===== src/rtl/gpr_write_scheduler.sv =====
// ---------------------------------------------------------------------------
// gpr_write_scheduler
//
// Purpose:
//   Shares the single register-file write port between the ALU writeback path
//   (alu_*) and the load / multi-cycle writeback path (mem_*). Mem normally
//   wins a collision, and the losing ALU write is parked in a one-entry buffer.
//   A buffered write that loses MAX_WAIT arbitrations in a row is forced
//   through. A per-register 2-bit pending counter tells decode about
//   read-after-write hazards on both source ports.
//
// Ports:
//   clock, reset           system clock; synchronous active-low reset
//   alu_req/addr/data      ALU write request (held stable until alu_ack)
//   alu_ack                comb: ALU write taken (granted or buffered)
//   mem_req/addr/data      mem write request (held stable until mem_ack)
//   mem_ack                comb: mem write granted this cycle
//   issue_valid/addr       decode issues an instruction writing issue_addr
//   issue_stall            comb: pending counter for issue_addr is saturated
//   rs0_addr, rs1_addr     decode source registers
//   hazard0, hazard1       comb: source register has a pending write
//   write_enable_          registered RF write enable, active low
//   write_address/data     registered RF write address / data
//
// Handshake: a request is a level. It is consumed in the cycle whose comb
// ack is high, and the requester must keep req/addr/data stable until then.
// A grant in cycle N is driven onto the write port during cycle N+1.
// ---------------------------------------------------------------------------
module gpr_write_scheduler #(
    parameter int DATA_WIDTH = 32,
    parameter int ADDR_WIDTH = 5,
    parameter int REG_NUM    = 32,
    parameter int MAX_WAIT   = 3
) (
    input  logic                  clock,
    input  logic                  reset,
    input  logic                  alu_req,
    input  logic [ADDR_WIDTH-1:0] alu_addr,
    input  logic [DATA_WIDTH-1:0] alu_data,
    output logic                  alu_ack,
    input  logic                  mem_req,
    input  logic [ADDR_WIDTH-1:0] mem_addr,
    input  logic [DATA_WIDTH-1:0] mem_data,
    output logic                  mem_ack,
    input  logic                  issue_valid,
    input  logic [ADDR_WIDTH-1:0] issue_addr,
    output logic                  issue_stall,
    input  logic [ADDR_WIDTH-1:0] rs0_addr,
    input  logic [ADDR_WIDTH-1:0] rs1_addr,
    output logic                  hazard0,
    output logic                  hazard1,
    output logic                  write_enable_,
    output logic [ADDR_WIDTH-1:0] write_address,
    output logic [DATA_WIDTH-1:0] write_data
);

    localparam int WAIT_W = (MAX_WAIT < 1) ? 1 : $clog2(MAX_WAIT + 1);

    typedef enum logic {EMPTY = 1'b0, HELD = 1'b1} state_t;

    state_t                state;
    state_t                state_next;
    logic [ADDR_WIDTH-1:0] buf_addr;
    logic [DATA_WIDTH-1:0] buf_data;
    logic [WAIT_W-1:0]     wait_cnt;
    logic [WAIT_W-1:0]     wait_next;
    logic                  load_buf;
    logic                  mem_wins;

    logic                  grant_valid;
    logic [ADDR_WIDTH-1:0] grant_addr;
    logic [DATA_WIDTH-1:0] grant_data;

    logic [1:0]            pend_cnt [REG_NUM];
    logic [REG_NUM-1:0]    inc_vec;
    logic [REG_NUM-1:0]    dec_vec;
    logic                  issue_inc;
    logic                  grant_dec;

    // Mem wins whenever no ALU write is parked, or the parked one has not yet
    // exhausted its patience.
    assign mem_wins = mem_req &&
                      ((state == EMPTY) || (wait_cnt < WAIT_W'(MAX_WAIT)));

    // ---------------- state register ----------------
    always_ff @(posedge clock) begin
        if (!reset) begin
            state    <= EMPTY;
            wait_cnt <= '0;
            buf_addr <= '0;
            buf_data <= '0;
        end else begin
            state    <= state_next;
            wait_cnt <= wait_next;
            if (load_buf) begin
                buf_addr <= alu_addr;
                buf_data <= alu_data;
            end
        end
    end

    // ---------------- next-state logic ----------------
    always_comb begin
        state_next = state;
        wait_next  = wait_cnt;
        load_buf   = 1'b0;
        case (state)
            EMPTY: begin
                if (mem_req && alu_req) begin
                    state_next = HELD;
                    wait_next  = '0;
                    load_buf   = 1'b1;
                end
            end
            HELD: begin
                if (mem_wins) begin
                    wait_next = wait_cnt + WAIT_W'(1);
                end else if (alu_req) begin
                    // Buffer drains and refills in the same cycle.
                    load_buf  = 1'b1;
                    wait_next = '0;
                end else begin
                    state_next = EMPTY;
                end
            end
            default: state_next = EMPTY;
        endcase
    end

    // ---------------- output / grant logic ----------------
    // The buffer is granted before any newer ALU write, which keeps ALU
    // writes in program order.
    always_comb begin
        alu_ack     = 1'b0;
        mem_ack     = 1'b0;
        grant_valid = 1'b0;
        grant_addr  = '0;
        grant_data  = '0;
        if (mem_wins) begin
            mem_ack     = 1'b1;
            grant_valid = 1'b1;
            grant_addr  = mem_addr;
            grant_data  = mem_data;
            alu_ack     = alu_req && (state == EMPTY);
        end else if (state == HELD) begin
            grant_valid = 1'b1;
            grant_addr  = buf_addr;
            grant_data  = buf_data;
            alu_ack     = alu_req;
        end else if (alu_req) begin
            alu_ack     = 1'b1;
            grant_valid = 1'b1;
            grant_addr  = alu_addr;
            grant_data  = alu_data;
        end
    end

    // ---------------- register file write port ----------------
    // Register 0 grants are consumed but never assert the write enable.
    always_ff @(posedge clock) begin
        if (!reset) begin
            write_enable_ <= 1'b1;
            write_address <= '0;
            write_data    <= '0;
        end else begin
            write_enable_ <= !(grant_valid && (grant_addr != '0));
            if (grant_valid) begin
                write_address <= grant_addr;
                write_data    <= grant_data;
            end
        end
    end

    // ---------------- pending-write scoreboard ----------------
    // The counter is decremented in the grant cycle: the RF write-through
    // bypass supplies the value during the commit cycle, so the hazard may
    // drop one cycle before the data is architecturally in the file.
    assign grant_dec   = grant_valid && (grant_addr != '0);
    assign issue_stall = (pend_cnt[issue_addr] == 2'd3) &&
                         !(grant_dec && (grant_addr == issue_addr));
    assign issue_inc   = issue_valid && !issue_stall && (issue_addr != '0);
    assign hazard0     = (pend_cnt[rs0_addr] != 2'd0);
    assign hazard1     = (pend_cnt[rs1_addr] != 2'd0);

    always_comb begin
        inc_vec = '0;
        dec_vec = '0;
        for (int i = 0; i < REG_NUM; i++) begin
            inc_vec[i] = issue_inc && (issue_addr == ADDR_WIDTH'(i));
            dec_vec[i] = grant_dec && (grant_addr == ADDR_WIDTH'(i));
        end
    end

    // A decrement at zero is a requester protocol error; the counter simply
    // stays at zero rather than wrapping to a false hazard.
    always_ff @(posedge clock) begin
        if (!reset) begin
            for (int i = 0; i < REG_NUM; i++) begin
                pend_cnt[i] <= 2'd0;
            end
        end else begin
            for (int i = 0; i < REG_NUM; i++) begin
                if (inc_vec[i] && !dec_vec[i]) begin
                    pend_cnt[i] <= pend_cnt[i] + 2'd1;
                end else if (dec_vec[i] && !inc_vec[i] &&
                             (pend_cnt[i] != 2'd0)) begin
                    pend_cnt[i] <= pend_cnt[i] - 2'd1;
                end
            end
        end
    end

endmodule


===== config.mk =====
export PLATFORM = sky130hd
export DESIGN_NAME = gpr_write_scheduler
export DESIGN_NICKNAME = d
export VERILOG_FILES = /design/src/rtl/gpr_write_scheduler.sv
export SDC_FILE = /design/constraint.sdc
export NUM_CORES = 1
export LEC_CHECK = 0
export BUFFER_PORTS_ARGS = -buffer_cell sky130_fd_sc_hd__buf_2
export CORE_MARGIN = 2
export CORE_UTILIZATION = 25
export DETAILED_ROUTE_END_ITERATION = 6
export PLACE_DENSITY = 0.5
export SLEW_MARGIN = 15
export SYNTH_ARGS = -nofsm -noshare
export SYNTH_HDL_FRONTEND = slang
export SYNTH_SLANG_ARGS = --single-unit

===== constraint.sdc =====
create_clock -name clock -period 5.7 [get_ports clock]
set_clock_uncertainty 0.2 [all_clocks]
set_input_delay 0.285 -clock clock [delete_from_list [all_inputs] [get_ports clock]]
set_output_delay 0.285 -clock clock [all_outputs]
set_load 0.01 [all_outputs]

**Word-level counts from Yosys, hierarchy flattened**

Memories as Yosys holds them, arrays and structs flattened.
Cells that the tools add are included.

- Register bits: 78
- Latch bits: 0
- Bits in writable memories: 64
- ROM bits: 0
- Input bits: 94
- Output and inout bits: 43
- Logic and storage cells: 790
- Memories: 1

Memory list:

| memory | depth | bits a word | read ports | clocked after memory_dff | wr ports | RTL line | source |
|---|---|---|---|---|---|---|---|
| pend_cnt | 32 | 2 | 35 | 0 | 32 | 74 | `logic [1:0] pend_cnt [REG_NUM];` |

- Add/subtract/negate cells: 65
- Multiply operators: 0
- Divide/modulo/power cells: 0
- $lt $le $gt $ge: 1
- Eq/ne operators: 66
- Shifts and indexed selects: 0
- Mux-type cells: 310
- Bitwise logic cells: 65
- Reduce and logical (&&, ||, !) cells: 275

Operator list:

| kind | number |
|---|---|
| 1-bit 2-to-1 mux | 234 |
| 1-bit logical AND | 168 |
| 5-bit == test, second input constant | 32 |
| 2-bit 2-to-1 mux | 67 |
| 32-bit 2-to-1 mux | 3 |
| 5-bit by 4-bit == test with 1-bit output, second input constant | 16 |
| 2-bit nonzero test | 34 |
| 1-bit logical NOT | 67 |
| 2-bit by 1-bit adder with 2-bit output, second input constant | 33 |
| 1-bit bitwise OR | 64 |
| 2-bit by 1-bit subtractor with 2-bit output, second input constant | 32 |
| 5-bit by 3-bit == test with 1-bit output, second input constant | 8 |
| 5-bit by 2-bit == test with 1-bit output, second input constant | 4 |
| 5-bit 2-to-1 mux | 3 |
| 5-bit by 1-bit == test with 1-bit output, second input constant | 2 |
| 5-bit logical NOT | 2 |
| 5-bit nonzero test | 2 |
| 5-bit == test | 1 |
| 1-bit case mux with 2 select lines | 2 |
| 2-bit case mux with 2 select lines | 1 |
| 3-bit by 2-bit inequality test with 1-bit output, second input constant | 1 |
| 2-bit == test, second input constant | 1 |
| 2-bit < comparator, second input constant | 1 |
| 2-bit by 1-bit inequality test with 1-bit output, second input constant | 1 |
| 3 further kinds | 3 |

**Logic depth before layout (Yosys ltp)**

- Word-level depth: 21
- Mapped depth: 14

**Least setup slack after synthesis**

OpenSTA, ideal clock, no wires.

- Kind: register to register
- Start point: memory pend_cnt[25][0]
- End point: memory pend_cnt[28][0], enable pin
- Data arrival time: 2.477 ns
- Setup slack: 2.655 ns
- Cell stages (with the launch flop): 10
- Buffers on the path: 1
- Clock period less this slack: 3.045 ns
- Cell sequence: edfxtp_1 > and2_1 > mux4_2 > nand3_1 > o311ai_1 > or4_4 > nand2_4 > buf_2 > nand2_1 > o311ai_0

RTL lines:

| element | RTL line |
|---|---|
| start: declaration | 74 |

==> flow_summary.json <==
{
  "outcome": "finished clean",
  "mostFrequentLayoutCell": "nand2_1",
  "relSlewSlack": 0.292,
  "critPathLaunchType": "flop",
  "synth.avg_cell_area_um2": 8.38,
  "clkPwrFrac": 0.398,
  "swShare": 0.317,
  "yosysWarnings": 0,
  "dieArea_mm2": 0.0377,
  "final_util": 0.319,
  "critPathMaxFanout": 53,
  "cts_max_path_buffers": 2,
  "fill_cells": 3805,
  "yosysTopAreaCellShare": 0.213,
  "netlist_instances": 1078,
  "wire_per_inst_um": 19.6,
  "drt-initial-drc-count": 1016,
  "yosysSeqAreaShare": 0.385,
  "finalHoldViolations": 0,
  "worst_pin_slew_ns": 1.06,
  "grt_usage": 0.174,
  "comb_power_share": 0.195,
  "synth_top_area_cell": "edfxtp_1",
  "viasPerCell": 5.44,
  "die_x_um": 194,
  "min_path_cells": 3,
  "rsz0062_at_grt": "false",
  "hpwlAfterDp_mm": 23.6,
  "holdCritStartpoint": "mem_addr[0]",
  "slew_viol_final": 0,
  "start_util": 0.254,
  "port_buffers": 136,
  "r2r_end": "pend_cnt[10][0]$_SDFFCE_PN0P_",
  "drt-total-wl_mm": 33.5,
  "critPathKind": "flop to flop",
  "drive_above_1_share": 0.184,
  "coreArea_mm2": 0.0356,
  "grt_overflow_total": 0,
  "post_cts_buffers": 0,
  "ys_types": 78,
  "crit_arrival_ns": 4.45,
  "dpl_cell_area_mm2": 0.0101,
  "reg2regPathDepth": 11,
  "fin_crit_ns": 4.51,
  "synth_area_mm2": 0.00904,
  "layout_common_cells": "nand2_1, buf_2, nor2_1, nand3_1, dfxtp_1",
  "path_clk_slew_ns": 0.07,
  "cp.required_ns": 5.64,
  "num_vias": 9279,
  "place_congestion": 0.859,
  "rows": 69,
  "ir_drop_mv": 0.180,
  "fin_crit_sh": 0.791,
  "p_int_w": 0.00198,
  "tritoncts": "done",
  "nets": 1328,
  "r2r_setup_slack_ns": 1.19,
  "max_freq_mhz": 222,
  "synthTopCellsByArea": "edfxtp_1, dfxtp_1, nand2_1",
  "synthToLayoutAreaGrowth_pct": 25.6,
  "diodes": 0,
  "cts_sinks": 142,
  "io_pins": 137,
  "synth_edf_count": 64,
  "cts_buffers": 17,
  "setup-tns-final_ns": 0,
  "hp-class": "input port to flop",
  "ant_nets": 0,
  "rr_startpoint": "wait_cnt[0]$_SDFFE_PN0P_",
  "fp.dieH_um": 194,
  "insertion_delay_ns": 0.43,
  "grt_pass1_wl_mm": 52.0,
  "p_leak_nw": 4.06,
  "dr.pass1.iters": 6,
  "async_reset_ff_frac": 0,
  "maxCapViolCount": 0,
  "ctsHtreeMaxLevel": 4,
  "setup_viol": 0,
  "antenna_found_initial": 1,
  "cp-end-kind": "flop",
  "synth-main-ff-cell": "dfxtp_1",
  "total_power_w": 0.00290,
  "p_sw_w": 0.000919,
  "p_per_area_mw_per_mm2": 255,
  "drc": 0,
  "ys_ff_latch": 142,
  "final_area_mm2": 0.0113,
  "holdPathEnd": "write_address[0]$_SDFFE_PN0P_",
  "cts_root_buf": "clkbuf_16",
  "grt_start_max_net_pins": 87,
  "seqPwrFrac": 0.406,
  "grt_pass1_vias": 9001
}
metrics by stage:
stage	std cells	setup WS (ns)	hold slack, ns
4_1_cts	1705	1.23	0.117
3_3_place_gp	1604	1.30	0.241
3_5_place_dp	1604	1.25	0.245
6_report	1705	1.19	0.124
2_1_floorplan	1079	2.66	0.221
5_1_grt	1705	0.899	0.138
critical path, stage by stage, from the launching register on:
cell and delay, ns:
dfxtp_1 0.32, ha_1 0.20, a21bo_2 0.33, inv_2 0.38
buf_4 0.37, nand3_1 0.11, a211o_1 0.32, a21o_1 0.19
nand2_4 0.42, inv_2 0.54, o311ai_1 0.56, nand3_1 0.19
power by group through the flow:
stage          logic (W)  registers (W)  clock network, W
2_1_floorplan   0.000331        0.00120                 0
3_3_place_gp    0.000520        0.00120                 0
3_5_place_dp    0.000522        0.00120                 0
4_1_cts         0.000561        0.00118           0.00117
5_1_grt         0.000614        0.00119           0.00121
6_report        0.000566        0.00118           0.00116
final cells by class:
cell class                 count  area [µm²]  area share
sequential                   142        3480       0.307
clock buffer                  18         450      0.0397
inverter                      16        62.6     0.00551
clock inverter                13         141      0.0125
timing repair buffer         219        1480       0.130
tap                          461         577      0.0508
multi-input combinational    836        5150       0.454
repair_timing:
action	in CTS	in global routing
resized for setup	0	0
hold buffers	70	0
hold endpoints to repair	69	0
state kept, by name, indices dropped and copies added, names as in the netlist:
signal / cells
buf_addr: 5
buf_data: 32
pend_cnt: 64
state: 1
wait_cnt: 2
write_address: 5
write_data: 32
write_enable_: 1
metal layers:
| metal | share of wire | routed length (µm) | global-route usage | vias to the layer above |
|---|---|---|---|---|
| li1 | - | - | - | 4396 |
| met1 | 0.44 | 14900 | 0.234 | 4384 |
| met2 | 0.45 | 14900 | 0.273 | 452 |
| met3 | 0.088 | 2940 | 0.0447 | 45 |
| met4 | 0.023 | 771 | 0.0564 | 2 |
| met5 | 0.00015 | 5 | 0 | - |
cell usage after synthesis, drive strengths merged, types with 12 or more instances:
library cell / n
nor2: 83
nand4: 19
buf: 28
o21ai: 29
a22oi: 34
inv: 15
dfxtp: 78
nand2: 194
mux4: 22
edfxtp: 64
a31oi: 46
a21oi: 76
o211ai: 19
nand3: 83
nand2b: 12
clkbuf: 57
nor3: 19
cell families after synthesis:
group / count (synthesis) / share of synthesized area
adder cells (fa/ha/maj): 2 / 0.00277
other: 1 / 0.000415
multiplexers: 31 / 0.0648
AO/OA/AOI/OAI: 315 / 0.245
buffers and inverters: 101 / 0.0460
XOR/XNOR: 14 / 0.0136
AND/OR/NAND/NOR: 472 / 0.242
flip-flops: 142 / 0.385
worst max-delay path by stage:
stage | slack (ns) | end | startpoint
after global placement | 1.30 | pend_cnt[8][0]$_SDFFCE_PN0P_ | wait_cnt[0]$_SDFFE_PN0P_
after floorplan | 2.66 | pend_cnt[28][0]$_SDFFCE_PN0P_ | pend_cnt[25][0]$_SDFFCE_PN0P_
after CTS | 1.23 | issue_stall | wait_cnt[0]$_SDFFE_PN0P_
after global routing | 0.90 | pend_cnt[10][0]$_SDFFCE_PN0P_ | wait_cnt[0]$_SDFFE_PN0P_
after detailed placement | 1.25 | pend_cnt[8][0]$_SDFFCE_PN0P_ | wait_cnt[0]$_SDFFE_PN0P_
final | 1.19 | pend_cnt[10][0]$_SDFFCE_PN0P_ | wait_cnt[0]$_SDFFE_PN0P_
(Power assumes the default switching activity.)
